--- config.mk ---
export PLATFORM = sky130hd
export DESIGN_NAME = serial_adder_flat
export DESIGN_NICKNAME = d
export VERILOG_FILES = /design/src/rtl/serial_adder_pkg.sv /design/src/rtl/serial_adder_if.sv /design/src/rtl/full_adder_1b.sv /design/src/rtl/serial_adder.sv /design/src/flat_wrapper.sv
export SDC_FILE = /design/constraint.sdc
export NUM_CORES = 1
export LEC_CHECK = 0
export CORE_MARGIN = 2
export CORE_UTILIZATION = 54
export CTS_CLUSTER_SIZE = 14
export DETAILED_ROUTE_END_ITERATION = 12
export PLACE_DENSITY = 0.82
export SYNTH_ARGS = -nofsm -noshare
export SYNTH_HDL_FRONTEND = slang
export SYNTH_SLANG_ARGS = --single-unit
--- constraint.sdc ---
create_clock -name clk -period 2.5 [get_ports clk]
set_input_delay 0.25 -clock clk [delete_from_list [all_inputs] [get_ports clk]]
set_output_delay 0.25 -clock clk [all_outputs]
set_load 0.02 [all_outputs]
--- src/rtl/serial_adder_pkg.sv ---
//==============================================================================
// serial_adder_pkg
// Shared types and limits for the bit-serial adder.
// Revision: 1.0
//==============================================================================
`default_nettype none

package serial_adder_pkg;

   localparam int WIDTH_MAX = 32;

   typedef enum logic [1:0] {
      IDLE = 2'd0,
      RUN  = 2'd1,
      DONE = 2'd2
   } state_e;

endpackage : serial_adder_pkg

`default_nettype wire

--- src/rtl/serial_adder_if.sv ---
//==============================================================================
// serial_adder_if
// Operand/result handshake bundle; sub exists only with SERIAL_ADDER_SUB_EN.
// Revision: 1.0
//==============================================================================
`default_nettype none

interface serial_adder_if #(
   parameter int WIDTH = 8
);
   logic             start;
   logic [WIDTH-1:0] a;
   logic [WIDTH-1:0] b;
   logic             cin;
`ifdef SERIAL_ADDER_SUB_EN
   logic             sub;
`endif
   logic             busy;
   logic             done;
   logic [WIDTH-1:0] sum;
   logic             cout;
   logic             overflow;

`ifdef SERIAL_ADDER_SUB_EN
   modport master (output start, a, b, cin, sub,
                   input  busy, done, sum, cout, overflow);
   modport slave  (input  start, a, b, cin, sub,
                   output busy, done, sum, cout, overflow);
`else
   modport master (output start, a, b, cin,
                   input  busy, done, sum, cout, overflow);
   modport slave  (input  start, a, b, cin,
                   output busy, done, sum, cout, overflow);
`endif

endinterface : serial_adder_if

`default_nettype wire

--- src/rtl/full_adder_1b.sv ---
//==============================================================================
// full_adder_1b
// Combinational single-bit full adder slice.
// Revision: 1.0
//==============================================================================
`default_nettype none

module full_adder_1b (
   input  logic a,
   input  logic b,
   input  logic ci,
   output logic s,
   output logic co
);

   assign s  = a ^ b ^ ci;
   assign co = (a & b) | (a & ci) | (b & ci);

endmodule : full_adder_1b

`default_nettype wire

--- src/rtl/serial_adder.sv ---
//==============================================================================
// serial_adder
// LSB-first bit-serial adder, one bit per clock; SERIAL_ADDER_SUB_EN adds a-b.
// Revision: 1.0
//==============================================================================
`default_nettype none

module serial_adder
   import serial_adder_pkg::*;
#(
   parameter int WIDTH = 8
) (
   input  logic           clk,
   input  logic           rst_n,
   serial_adder_if.slave  bus
);

   localparam int              CNT_W    = $clog2(WIDTH);
   localparam logic [CNT_W-1:0] LAST_CNT = CNT_W'(WIDTH - 1);

   state_e             state_q;
   logic [WIDTH-1:0]   sa_q;
   logic [WIDTH-1:0]   sb_q;
   logic [WIDTH-1:0]   sr_q;
   logic [WIDTH-1:0]   sum_q;
   logic [CNT_W-1:0]   cnt_q;
   logic               carry_q;
   logic               cout_q;
   logic               ovf_q;
   logic               busy_q;
   logic               done_q;

   logic               fa_s;
   logic               carry_d;
   logic [WIDTH-1:0]   sr_d;
   logic [WIDTH-1:0]   sb_load_d;
   logic               carry_load_d;

   full_adder_1b u_fa (
      .a  (sa_q[0]),
      .b  (sb_q[0]),
      .ci (carry_q),
      .s  (fa_s),
      .co (carry_d)
   );

   assign sr_d = {fa_s, sr_q[WIDTH-1:1]};

`ifdef SERIAL_ADDER_SUB_EN
   // Subtraction is a + ~b + 1; the forced carry-in replaces cin.
   assign sb_load_d    = bus.sub ? ~bus.b : bus.b;
   assign carry_load_d = bus.sub ? 1'b1   : bus.cin;
`else
   assign sb_load_d    = bus.b;
   assign carry_load_d = bus.cin;
`endif

   always_ff @(posedge clk) begin
      if (!rst_n) begin
         state_q <= IDLE;
         sa_q    <= '0;
         sb_q    <= '0;
         sr_q    <= '0;
         sum_q   <= '0;
         cnt_q   <= '0;
         carry_q <= 1'b0;
         cout_q  <= 1'b0;
         ovf_q   <= 1'b0;
         busy_q  <= 1'b0;
         done_q  <= 1'b0;
      end else begin
         done_q <= 1'b0;
         case (state_q)
            IDLE, DONE: begin
               if (bus.start) begin
                  sa_q    <= bus.a;
                  sb_q    <= sb_load_d;
                  carry_q <= carry_load_d;
                  sr_q    <= '0;
                  cnt_q   <= '0;
                  busy_q  <= 1'b1;
                  state_q <= RUN;
               end else begin
                  state_q <= IDLE;
               end
            end
            RUN: begin
               sa_q    <= sa_q >> 1;
               sb_q    <= sb_q >> 1;
               sr_q    <= sr_d;
               carry_q <= carry_d;
               cnt_q   <= cnt_q + CNT_W'(1);
               if (cnt_q == LAST_CNT) begin
                  // carry_q here is the carry into the MSB slice.
                  sum_q   <= sr_d;
                  cout_q  <= carry_d;
                  ovf_q   <= carry_q ^ carry_d;
                  busy_q  <= 1'b0;
                  done_q  <= 1'b1;
                  state_q <= DONE;
               end
            end
            default: begin
               busy_q  <= 1'b0;
               state_q <= IDLE;
            end
         endcase
      end
   end

   assign bus.busy     = busy_q;
   assign bus.done     = done_q;
   assign bus.sum      = sum_q;
   assign bus.cout     = cout_q;
   assign bus.overflow = ovf_q;

endmodule : serial_adder

`default_nettype wire

--- src/flat_wrapper.sv ---
// flat-port wrapper written by rule: the top's interface ports become plain ports
module serial_adder_flat import serial_adder_pkg::*;
#(
   parameter int WIDTH = 8
)
  (clk, rst_n, bus_start, bus_a, bus_b, bus_cin, bus_busy, bus_done, bus_sum, bus_cout, bus_overflow);
  serial_adder_if #(.WIDTH(WIDTH)) bus_i ();
  input  logic clk;
  input  logic rst_n;
  input wire logic [$bits(bus_i.start)-1:0] bus_start;
  input wire logic [$bits(bus_i.a)-1:0] bus_a;
  input wire logic [$bits(bus_i.b)-1:0] bus_b;
  input wire logic [$bits(bus_i.cin)-1:0] bus_cin;
  output wire logic [$bits(bus_i.busy)-1:0] bus_busy;
  output wire logic [$bits(bus_i.done)-1:0] bus_done;
  output wire logic [$bits(bus_i.sum)-1:0] bus_sum;
  output wire logic [$bits(bus_i.cout)-1:0] bus_cout;
  output wire logic [$bits(bus_i.overflow)-1:0] bus_overflow;
  assign bus_i.start = bus_start;
  assign bus_i.a = bus_a;
  assign bus_i.b = bus_b;
  assign bus_i.cin = bus_cin;
  assign bus_busy = bus_i.busy;
  assign bus_done = bus_i.done;
  assign bus_sum = bus_i.sum;
  assign bus_cout = bus_i.cout;
  assign bus_overflow = bus_i.overflow;
  serial_adder #(.WIDTH(WIDTH)) u_core (.clk(clk), .rst_n(rst_n), .bus(bus_i));
endmodule
==> results of run 1 <==
## power breakdown
part           internal (mW)  switching [mW]  total, mW
Sequential             0.685          0.0186      0.704
Combinational         0.0703          0.0771      0.147
Clock                  0.133           0.204      0.336
Total                  0.888           0.299       1.19
## routing by layer
layer | routed length (um) | GRT usage, %
met5 | 0 | 0
met4 | 73 | 11.4
met3 | 152 | 4.55
met2 | 1600 | 33.9
met1 | 1370 | 21.0
## worst max-delay path: stages, from the launching register on
cell      delay (ns)
dfxtp_1         0.39
nand2b_1        0.61
buf_4           0.36
o21ai_0         0.13
a31oi_1         0.19
## worst max path at each step
stage | from | endpoint | slack, ns | cells past startpoint
floorplan | u_core.cnt_q[0] | u_core.bus.overflow | 1.15 | 5
detailed placement | rst_n | u_core.bus.sum[2] | 0.74 | 3
finish | u_core.state_q[1] | u_core.sa_q[3] | 0.76 | 4
global route | u_core.state_q[1] | u_core.sb_q[4] | 0.63 | 4
CTS | u_core.state_q[1] | u_core.sa_q[3] | 0.80 | 4
global placement | rst_n | u_core.sr_q[1] | 0.83 | 3
## synthesized netlist by cell type
cell / number / share of area [%]
a21boi_0: 14 / 6.2
a21boi_1: 6 / 2.7
a21oi_1: 1 / 0.30
a31oi_1: 15 / 5.6
and2_1: 3 / 1.1
and3_1: 1 / 0.37
and3b_1: 1 / 0.52
buf_2: 3 / 0.89
buf_4: 5 / 2.2
buf_6: 2 / 1.3
clkbuf_1: 5 / 1.1
clkbuf_2: 1 / 0.30
dfxtp_1: 41 / 49
fa_1: 1 / 1.2
ha_1: 2 / 1.5
nand2_1: 60 / 13
nand2b_1: 2 / 0.74
nand3_1: 11 / 3.3
nand3b_1: 1 / 0.45
nor2_1: 1 / 0.22
nor2b_1: 3 / 1.1
o211a_1: 1 / 0.60
o21a_1: 1 / 0.45
o21ai_0: 17 / 5.1
xnor2_1: 1 / 0.52
## sequential cells by signal, summed over array words and instances, names as in the netlist
name	count
u_core.sa_q	8
u_core.sr_q	7
u_core.bus.busy	1
u_core.cnt_q	3
u_core.bus.cout	1
u_core.bus.sum	8
u_core.bus.done	1
u_core.bus.overflow	1
u_core.carry_q	1
u_core.sb_q	8
u_core.state_q	2
## logic make-up (layout without fill, tap and decap cells)
| kind of cell | count (synthesis) | count (layout) |
|---|---|---|
| buffers and inverters | 16 | 42 |
| xor gates and xnor gates | 1 | 1 |
| DFF | 41 | 41 |
| adders and majority gates | 3 | 3 |
| AOI/OAI and AO/OA | 55 | 55 |
| and+or+nand+nor | 83 | 83 |
## per-stage QoR
step	instance area (sq um)	hold WS, ns
global placement	1960	0.447
global route	2020	0.459
CTS	2020	0.427
finish	2020	0.438
floorplan	1680	0.385
detailed placement	1960	0.463
## layout make-up
| class | instances | share of cell area [%] |
|---|---|---|
| tap | 33 | 2.04 |
| clock buffer | 7 | 2.73 |
| timing repair buffer | 35 | 16.9 |
| sequential | 41 | 40.6 |
| multi-input combinational | 142 | 37.7 |
==> run summary, run 1 <==
status -> complete, no violations
Finish-stage setup viols -> 0
antenna-violating nets left -> 0
Clk Latency, worst-skew pair -> 0.36 ns
DP Cell Count -> 251
sequential share of the synthesized area -> 48.8%
leading cell type in the layout, fill and taps excluded -> nand2_1
drt wl/cell -> 12.4 um
Max Fanout on Critical Path -> 24
mapped cell area -> 1680 sq um
Detailed Route WL -> 3200 um
fill cell count -> 251
Final WS setup -> 0.764 ns
CTS Buf Count -> 5
Worst Path Arrival -> 2.03 ns
Clk pin slew, worst setup/hold paths -> 0.11 ns
worst r2r src -> u_core.state_q[1]
Synth cell types -> 25
first-pass GRT wire length -> 5200 um
Final nets -> 248
CP Data Required Time -> 2.79 ns
CTS sink cnt -> 41
starting density of the core -> 56.0%
max cap viols -> 0
leakage -> 0.732 nW
hpwl dp -> 2280 um
Worst Tran Pin Value -> 0.740 ns
final worst path period need -> 1.74 ns
Pre-antenna DRT Iters -> 4
Simple-Gate Fraction of Synth Area -> 21.2%
fin cells -> 258
post-synthesis mux area share -> 0%
IO buf count -> 31
Hold Path End -> u_core.sb_q[7]
vias in the first global route -> 1,264
Syn Inst Count -> 199
Util after Layout -> 67.3%
Peak supply drop -> 341 uV
Tcrit/Tclk final -> 69.4%
total global-route track usage -> 19.4%
die width -> 59.8 um
worst hold path class -> input port to register
reg-to-reg critical path endpoint -> u_core.sa_q[3]
synthesis warning total -> 0
Clock Path Buffers -> 2
die area -> 3580 sq um
Sequential Area -> 821 sq um
root buf cell -> clkbuf_4
RSZ-0062 raised after global routing -> no
Multi-input gate area -> 762 sq um
htree depth -> 2
drt drc -> 0
gpl congestion -> 0.744
adder-cell share of the synthesized area -> 2.68%
hold path cells -> 3
hold path startpoint -> bus_b[7]
Die Height -> 59.8 um
Place WS -> 0.736 ns
pwr/cell area -> 588 nW/um^2
flop2flop setup slack -> 0.76 ns
type of the worst setup path -> register to register
Synth Area per Inst -> 8.45 sq um
main combinational cell family by area after synthesis -> simple AND/OR/NAND/NOR gates
Final Hold Viols -> 0
GRT overflow -> 0
Setup crit end kind -> register
Ports -> 32
largest net degree at the start of global routing -> 25
total negative slack -> 0 ns
DR vias -> 1,431
clock skew -> 0.00665 ns
layout cell share with drive strength beyond 1 -> 4.44%
max-slew violation count -> 0
Setup Fix Bufs, Post-CTS -> 0
Design Power -> 1.19 mW
worst reg2reg path depth -> 4
initial antenna violation count -> 0
commonest non-fill, non-tap cells in the layout -> 60 x nand2_1, 41 x dfxtp_1, 31 x clkdlybuf4s50_1
CTS tree -> built
Iter 0 DRT Violations -> 27
Synth Net Count -> 222
relative slew slack -> 50.7%
CORE AREA -> 3000 sq um
Vias per Instance -> 5.55
ant diodes -> 0
Syn-to-layout area delta -> 20.1%
quantity of hold-fixing buffers added after cts -> 0
Synth Area in Compound Gates -> 20.9%
CP startpoint kind -> register
Achievable Freq -> 576 MHz
Cell Rows -> 20
Synth Register Bits -> 41
Resize count post-CTS -> 0
Post-Synth XOR/XNOR Area -> 0.521%
Note: power is estimated with default switching activity, not from simulation.
==> inputs of run 2 (changes only) <==
--- a/config.mk
+++ b/config.mk
@@ -6,10 +6,10 @@
 export NUM_CORES = 1
 export LEC_CHECK = 0
 export CORE_MARGIN = 2
-export CORE_UTILIZATION = 54
+export CORE_UTILIZATION = 50
 export CTS_CLUSTER_SIZE = 14
 export DETAILED_ROUTE_END_ITERATION = 12
-export PLACE_DENSITY = 0.82
+export PLACE_DENSITY = 0.77
 export SYNTH_ARGS = -nofsm -noshare
 export SYNTH_HDL_FRONTEND = slang
 export SYNTH_SLANG_ARGS = --single-unit
==> constraint.sdc (replaced) <==
create_clock -name clk -period 1.8 [get_ports clk]
set_input_delay 0.18 -clock clk [delete_from_list [all_inputs] [get_ports clk]]
set_output_delay 0.18 -clock clk [all_outputs]
set_load 0.02 [all_outputs]
==> run summary, run 2 (synthesis results as in run 1) <==
Tcrit/Tclk final -> 82.7%
CP startpoint -> u_core.bus.overflow (was u_core.state_q[1])
critical path, cell by cell -> clkdlybuf4s50_1 (was nand2b_1 > buf_4 > o21ai_0 > a31oi_1)
die area -> 3840 sq um (was 3580 sq um)
Detailed Route WL -> 2850 um (was 3200 um)
Finish-stage setup viols -> 0 (unchanged)
quantity of hold-fixing buffers added after cts -> 0 (unchanged)
Worst Path Arrival -> 1.31 ns (was 2.03 ns)
hpwl dp -> 1970 um (was 2280 um)
Pre-antenna DRT Iters -> 4 (unchanged)
Final Hold Viols -> 0 (unchanged)
Slowest cell on crit path -> clkdlybuf4s50_1 (was nand2b_1)
initial antenna violation count -> 0 (unchanged)
pwr/cell area -> 786 nW/um^2 (was 588 nW/um^2)
clock skew -> 0.0108 ns (was 0.00665 ns)
Peak supply drop -> 522 uV (was 341 uV)
final worst path period need -> 1.49 ns
ant diodes -> 0 (unchanged)
Clock Path Buffers -> 2 (unchanged)
Worst Tran Pin Value -> 0.572 ns (was 0.740 ns)
Ports -> 32 (unchanged)
largest net degree at the start of global routing -> 42 (was 25)
worst r2r src -> u_core.cnt_q[0] (was u_core.state_q[1])
GRT overflow -> 0 (unchanged)
fill cell count -> 283 (was 251)
hold path startpoint -> bus_a[7] (was bus_b[7])
status -> complete, no violations (unchanged)
gpl congestion -> 0.746 (was 0.744)
drt wl/cell -> 10.4 um (was 12.4 um)
layout cell share with drive strength beyond 1 -> 6.11% (was 4.44%)
commonest non-fill, non-tap cells in the layout -> 60 x nand2_1, 41 x dfxtp_1, 31 x clkdlybuf4s50_1 (unchanged)
relative slew slack -> 61.8% (was 50.7%)
vias in the first global route -> 1,202 (was 1,264)
DP Cell Count -> 267 (was 251)
CTS tree -> built (unchanged)
root buf cell -> clkbuf_4 (unchanged)
drt drc -> 0 (unchanged)
starting density of the core -> 51.2% (was 56.0%)
total global-route track usage -> 17.5% (was 19.4%)
CORE AREA -> 3280 sq um (was 3000 sq um)
worst path bufs/invs -> 1 (unchanged)
Iter 0 DRT Violations -> 62 (was 27)
Final nets -> 251 (was 248)
die width -> 62.0 um (was 59.8 um)
Max Fanout on Critical Path -> 2 (was 24)
leading cell type in the layout, fill and taps excluded -> nand2_1 (unchanged)
delay-heaviest family, CP -> buffers and inverters (was simple AND/OR/NAND/NOR gates)
post-route cell area -> 2050 sq um (was 2020 sq um)
max cap viols -> 0 (unchanged)
first-pass GRT wire length -> 4990 um (was 5200 um)
fin cells -> 275 (was 258)
slowest cell delay on critical path -> 0.61 ns (about the same)
Cell Rows -> 21 (was 20)
type of the worst setup path -> register to primary output (was register to register)
Die Height -> 62.0 um (was 59.8 um)
Syn-to-layout area delta -> 22.2% (was 20.1%)
RSZ-0062 raised after global routing -> no (unchanged)
IO buf count -> 31 (unchanged)
CTS Buf Count -> 5 (unchanged)
leakage -> 0.746 nW (was 0.732 nW)
max-slew violation count -> 0 (unchanged)
CP Data Required Time -> 1.62 ns (was 2.79 ns)
CTS sink cnt -> 41 (unchanged)
total negative slack -> 0 ns (unchanged)
Achievable Freq -> 672 MHz
Post-DP Area -> 2000 sq um (was 1960 sq um)
Setup crit end kind -> primary output (was register)
htree depth -> 2 (unchanged)
DR vias -> 1,382 (was 1,431)
Clk Latency, worst-skew pair -> 0.34 ns (was 0.36 ns)
Resize count post-CTS -> 0 (unchanged)
antenna-violating nets left -> 0 (unchanged)
Vias per Instance -> 5.03 (was 5.55)
Util after Layout -> 62.6% (was 67.3%)
Clk pin slew, worst setup/hold paths -> 0.12 ns (was 0.11 ns)
worst hold path class -> input port to register (unchanged)
CP startpoint kind -> register (unchanged)
Setup Fix Bufs, Post-CTS -> 0 (unchanged)
[run 2: path summary, 6_finish.rpt]
path,to,slack [ns],depth (start not counted)
worst max-delay path,bus_overflow,0.31,1
worst min-delay path,u_core.sa_q[7],0.38,3
worst max register to register,u_core.bus.overflow,0.33,5
worst min register to register,u_core.bus.cout,0.47,2
[run 2: layer usage]
metal | GRT usage [%] | up-vias | share of wire [%]
li1 | - | 730 | -
met4 | 8.51 | 0 | 1.5
met1 | 22.0 | 611 | 49
met3 | 4.55 | 6 | 4.8
met2 | 28.0 | 35 | 45
met5 | 0 | - | 0
[run 2: final cells by class]
type | instances | area (sq um) | area share (%)
clock buffers | 6 | 41.3 | 2.01
clock inverters | 2 | 10.0 | 0.487
multi-input cells | 142 | 762 | 37.1
flip-flops and latches | 41 | 821 | 40.0
well taps | 46 | 57.6 | 2.80
repair buffers | 38 | 363 | 17.7
[run 2: through the flow]
| step | setup WS [ns] | hold WS, ns | power [mW] |
|---|---|---|---|
| 2_1_floorplan | 0.446 | 0.315 | 1.14 |
| 3_3_place_gp | 0.387 | 0.446 | 1.20 |
| 3_5_place_dp | 0.311 | 0.455 | 1.20 |
| 4_1_cts | 0.295 | 0.370 | 1.63 |
| 5_1_grt | 0.141 | 0.386 | 1.69 |
| 6_report | 0.312 | 0.379 | 1.62 |
[run 2: report_power, final]
part / switching (mW) / internal [mW] / leakage, nW
Combinational: 0.103 / 0.104 / 0.379
Sequential: 0.0251 / 0.951 / 0.335
Clock: 0.283 / 0.149 / 0.0320
Total: 0.412 / 1.20 / 0.746
==> inputs of run 3 (changes only) <==
--- a/config.mk
+++ b/config.mk
@@ -6,10 +6,10 @@
 export NUM_CORES = 1
 export LEC_CHECK = 0
 export CORE_MARGIN = 2
-export CORE_UTILIZATION = 50
+export CORE_UTILIZATION = 46
 export CTS_CLUSTER_SIZE = 14
 export DETAILED_ROUTE_END_ITERATION = 12
-export PLACE_DENSITY = 0.77
+export PLACE_DENSITY = 0.75
 export SYNTH_ARGS = -nofsm -noshare
 export SYNTH_HDL_FRONTEND = slang
 export SYNTH_SLANG_ARGS = --single-unit
==> constraint.sdc (replaced) <==
create_clock -name clk -period 1.25 [get_ports clk]
set_input_delay 0.125 -clock clk [delete_from_list [all_inputs] [get_ports clk]]
set_output_delay 0.125 -clock clk [all_outputs]
set_load 0.02 [all_outputs]
==> run summary, run 3 (synthesis results as in run 1) <==
CTS Buf Count -> 5 (unchanged)
Peak supply drop -> 501 uV (was 522 uV)
total global-route track usage -> 17.1% (was 17.5%)
Design Power -> 2.37 mW (was 1.62 mW)
drt wl/cell -> 11.3 um (was 10.4 um)
Post-DP Area -> 2090 sq um (was 2000 sq um)
sw power -> 604 uW (was 412 uW)
Clock Path Buffers -> 2 (unchanged)
initial antenna violation count -> 0 (unchanged)
Seq pwr share -> 59.4% (was 60.4%)
Util after Layout -> 63.2% (was 62.6%)
gpl congestion -> 0.721 (was 0.746)
die width -> 64.5 um (was 62.0 um)
Final nets -> 257 (was 251)
vias in the first global route -> 1,244 (was 1,202)
switching share of power -> 25.5% (about the same)
Hold Path End -> u_core.sa_q[7] (unchanged)
antenna-violating nets left -> 0 (unchanged)
Combinational Power Share -> 14.0% (was 12.8%)
ant diodes -> 0 (unchanged)
max-slew violation count -> 0 (unchanged)
CP startpoint kind -> register (unchanged)
Final WS setup -> 0.0167 ns (was 0.312 ns)
htree depth -> 2 (unchanged)
worst reg2reg path depth -> 4 (was 5)
Tcrit/Tclk final -> 98.7%
type of the worst setup path -> register to register (was register to primary output)
worst hold path class -> input port to register (unchanged)
Ports -> 32 (unchanged)
flop2flop setup slack -> 0.02 ns (was 0.33 ns)
fill cell count -> 315 (was 283)
clock skew -> 0.00589 ns (was 0.0108 ns)
Clock power frac -> 26.6% (was 26.8%)
die area -> 4160 sq um (was 3840 sq um)
leading cell type in the layout, fill and taps excluded -> nand2_1 (unchanged)
Syn-to-layout area delta -> 28.3% (was 22.2%)
Worst Tran Pin Value -> 0.234 ns (was 0.572 ns)
quantity of hold-fixing buffers added after cts -> 0 (unchanged)
hold path startpoint -> bus_a[7] (unchanged)
Final Hold Viols -> 0 (unchanged)
leakage -> 0.840 nW (was 0.746 nW)
CTS sink cnt -> 41 (unchanged)
Detailed Route WL -> 3190 um (was 2850 um)
hpwl dp -> 2030 um (was 1970 um)
IO buf count -> 31 (unchanged)
status -> complete, no violations (unchanged)
reg-to-reg critical path endpoint -> u_core.bus.overflow (unchanged)
CTS tree -> built (unchanged)
commonest non-fill, non-tap cells in the layout -> 59 x nand2_1, 38 x dfxtp_1, 19 x clkdlybuf4s50_1 (was 60 x nand2_1, 41 x dfxtp_1, 31 x clkdlybuf4s50_1)
pwr/cell area -> 1100 nW/um^2 (was 786 nW/um^2)
Finish-stage setup viols -> 0 (unchanged)
Place WS -> -0.0539 ns (was 0.311 ns)
CORE AREA -> 3420 sq um (was 3280 sq um)
Worst Path Arrival -> 1.48 ns (was 1.31 ns)
Iter 0 DRT Violations -> 56 (was 62)
worst r2r src -> u_core.cnt_q[0] (unchanged)
Setup crit end kind -> register (was primary output)
Pre-antenna DRT Iters -> 4 (unchanged)
Achievable Freq -> 811 MHz
Clk Latency, worst-skew pair -> 0.34 ns (about the same)
hold path cells -> 3 (unchanged)
Multi-input gate area -> 806 sq um (was 762 sq um)
Die Height -> 64.5 um (was 62.0 um)
root buf cell -> clkbuf_4 (unchanged)
Sequential Area -> 827 sq um (was 821 sq um)
DR vias -> 1,412 (was 1,382)
drt drc -> 0 (unchanged)
final worst path period need -> 1.23 ns
layout cell share with drive strength beyond 1 -> 11.5% (was 6.11%)
CP Data Required Time -> 1.49 ns (was 1.62 ns)
Max Fanout on Critical Path -> 6 (was 2)
Clk pin slew, worst setup/hold paths -> 0.11 ns (was 0.12 ns)
RSZ-0062 raised after global routing -> yes (was no)
Cell Rows -> 21 (unchanged)
GRT overflow -> 0 (unchanged)
post-route cell area -> 2160 sq um (was 2050 sq um)
hold slack -> 0.319 ns (was 0.379 ns)
max cap viols -> 0 (unchanged)
Int Pwr -> 1.77 mW (was 1.20 mW)
relative slew slack -> 84.5% (was 61.8%)
largest net degree at the start of global routing -> 42 (unchanged)
starting density of the core -> 49.2% (was 51.2%)
first-pass GRT wire length -> 5440 um (was 4990 um)
Vias per Instance -> 5.02 (was 5.03)
[run 3: cell types whose count changed in the layout (fill, tap and decap cells not counted), moves of 3 or more]
cell and delta:
a21boi_1 +7, clkdlybuf4s50_1 -12, dlygate4sd2_1 +12, dfxtp_1 -3, a21boi_0 -7
[run 3: through the flow]
step           setup TNS (ns)  cells
2_1_floorplan         -0.0154    199
6_report                    0    281
5_1_grt               -0.0585    281
3_5_place_dp           -0.521    271
3_3_place_gp           -0.272    271
4_1_cts                     0    280
[run 3: what timing repair did]
item                                   CTS  global route
setup buffers                            0             1
setup endpoints to repair               22            37
gates resized for setup                 13            15
pin swaps                                0             1
cloned                                   1             0
endpoints found under the hold margin    0             0
[run 3: worst max path at each step]
stage,end,cells past startpoint,from
6_report,u_core.bus.overflow,4,u_core.cnt_q[0]
5_1_grt,u_core.bus.overflow,5,u_core.cnt_q[1]
4_1_cts,u_core.sa_q[3],4,u_core.state_q[0]
3_5_place_dp,u_core.sa_q[3],5,bus_start
3_3_place_gp,u_core.sb_q[6],5,bus_start
2_1_floorplan,u_core.bus.overflow,5,u_core.cnt_q[0]
[run 3: power groups by stage]
stage / sequential (mW) / combinational [mW] / clock, mW
2_1_floorplan: 1.43 / 0.207 / 0
3_3_place_gp: 1.44 / 0.323 / 0
3_5_place_dp: 1.44 / 0.328 / 0
4_1_cts: 1.41 / 0.327 / 0.651
5_1_grt: 1.42 / 0.372 / 0.716
6_report: 1.41 / 0.332 / 0.632
[run 3: critical path, stage by stage (launching register included)]
cell and delay, ns:
dfxtp_4 0.37, ha_4 0.16, ha_4 0.17, and3b_2 0.24, o211a_1 0.21
[run 3: area by class of cell]
cell class	instances	share of cell area, %
clock buffer	8	2.26
multi-input combinational	143	37.4
sequential	41	38.3
tap	46	2.67
timing repair buffer	43	19.4
[run 3: per-layer routing]
metal | vias to the layer above | global-route usage, % | share of wire, %
met2 | 34 | 29.0 | 47
li1 | 749 | - | -
met3 | 6 | 5.90 | 5.1
met4 | 0 | 6.12 | 1.5
met1 | 623 | 19.9 | 47
met5 | - | 0 | 0
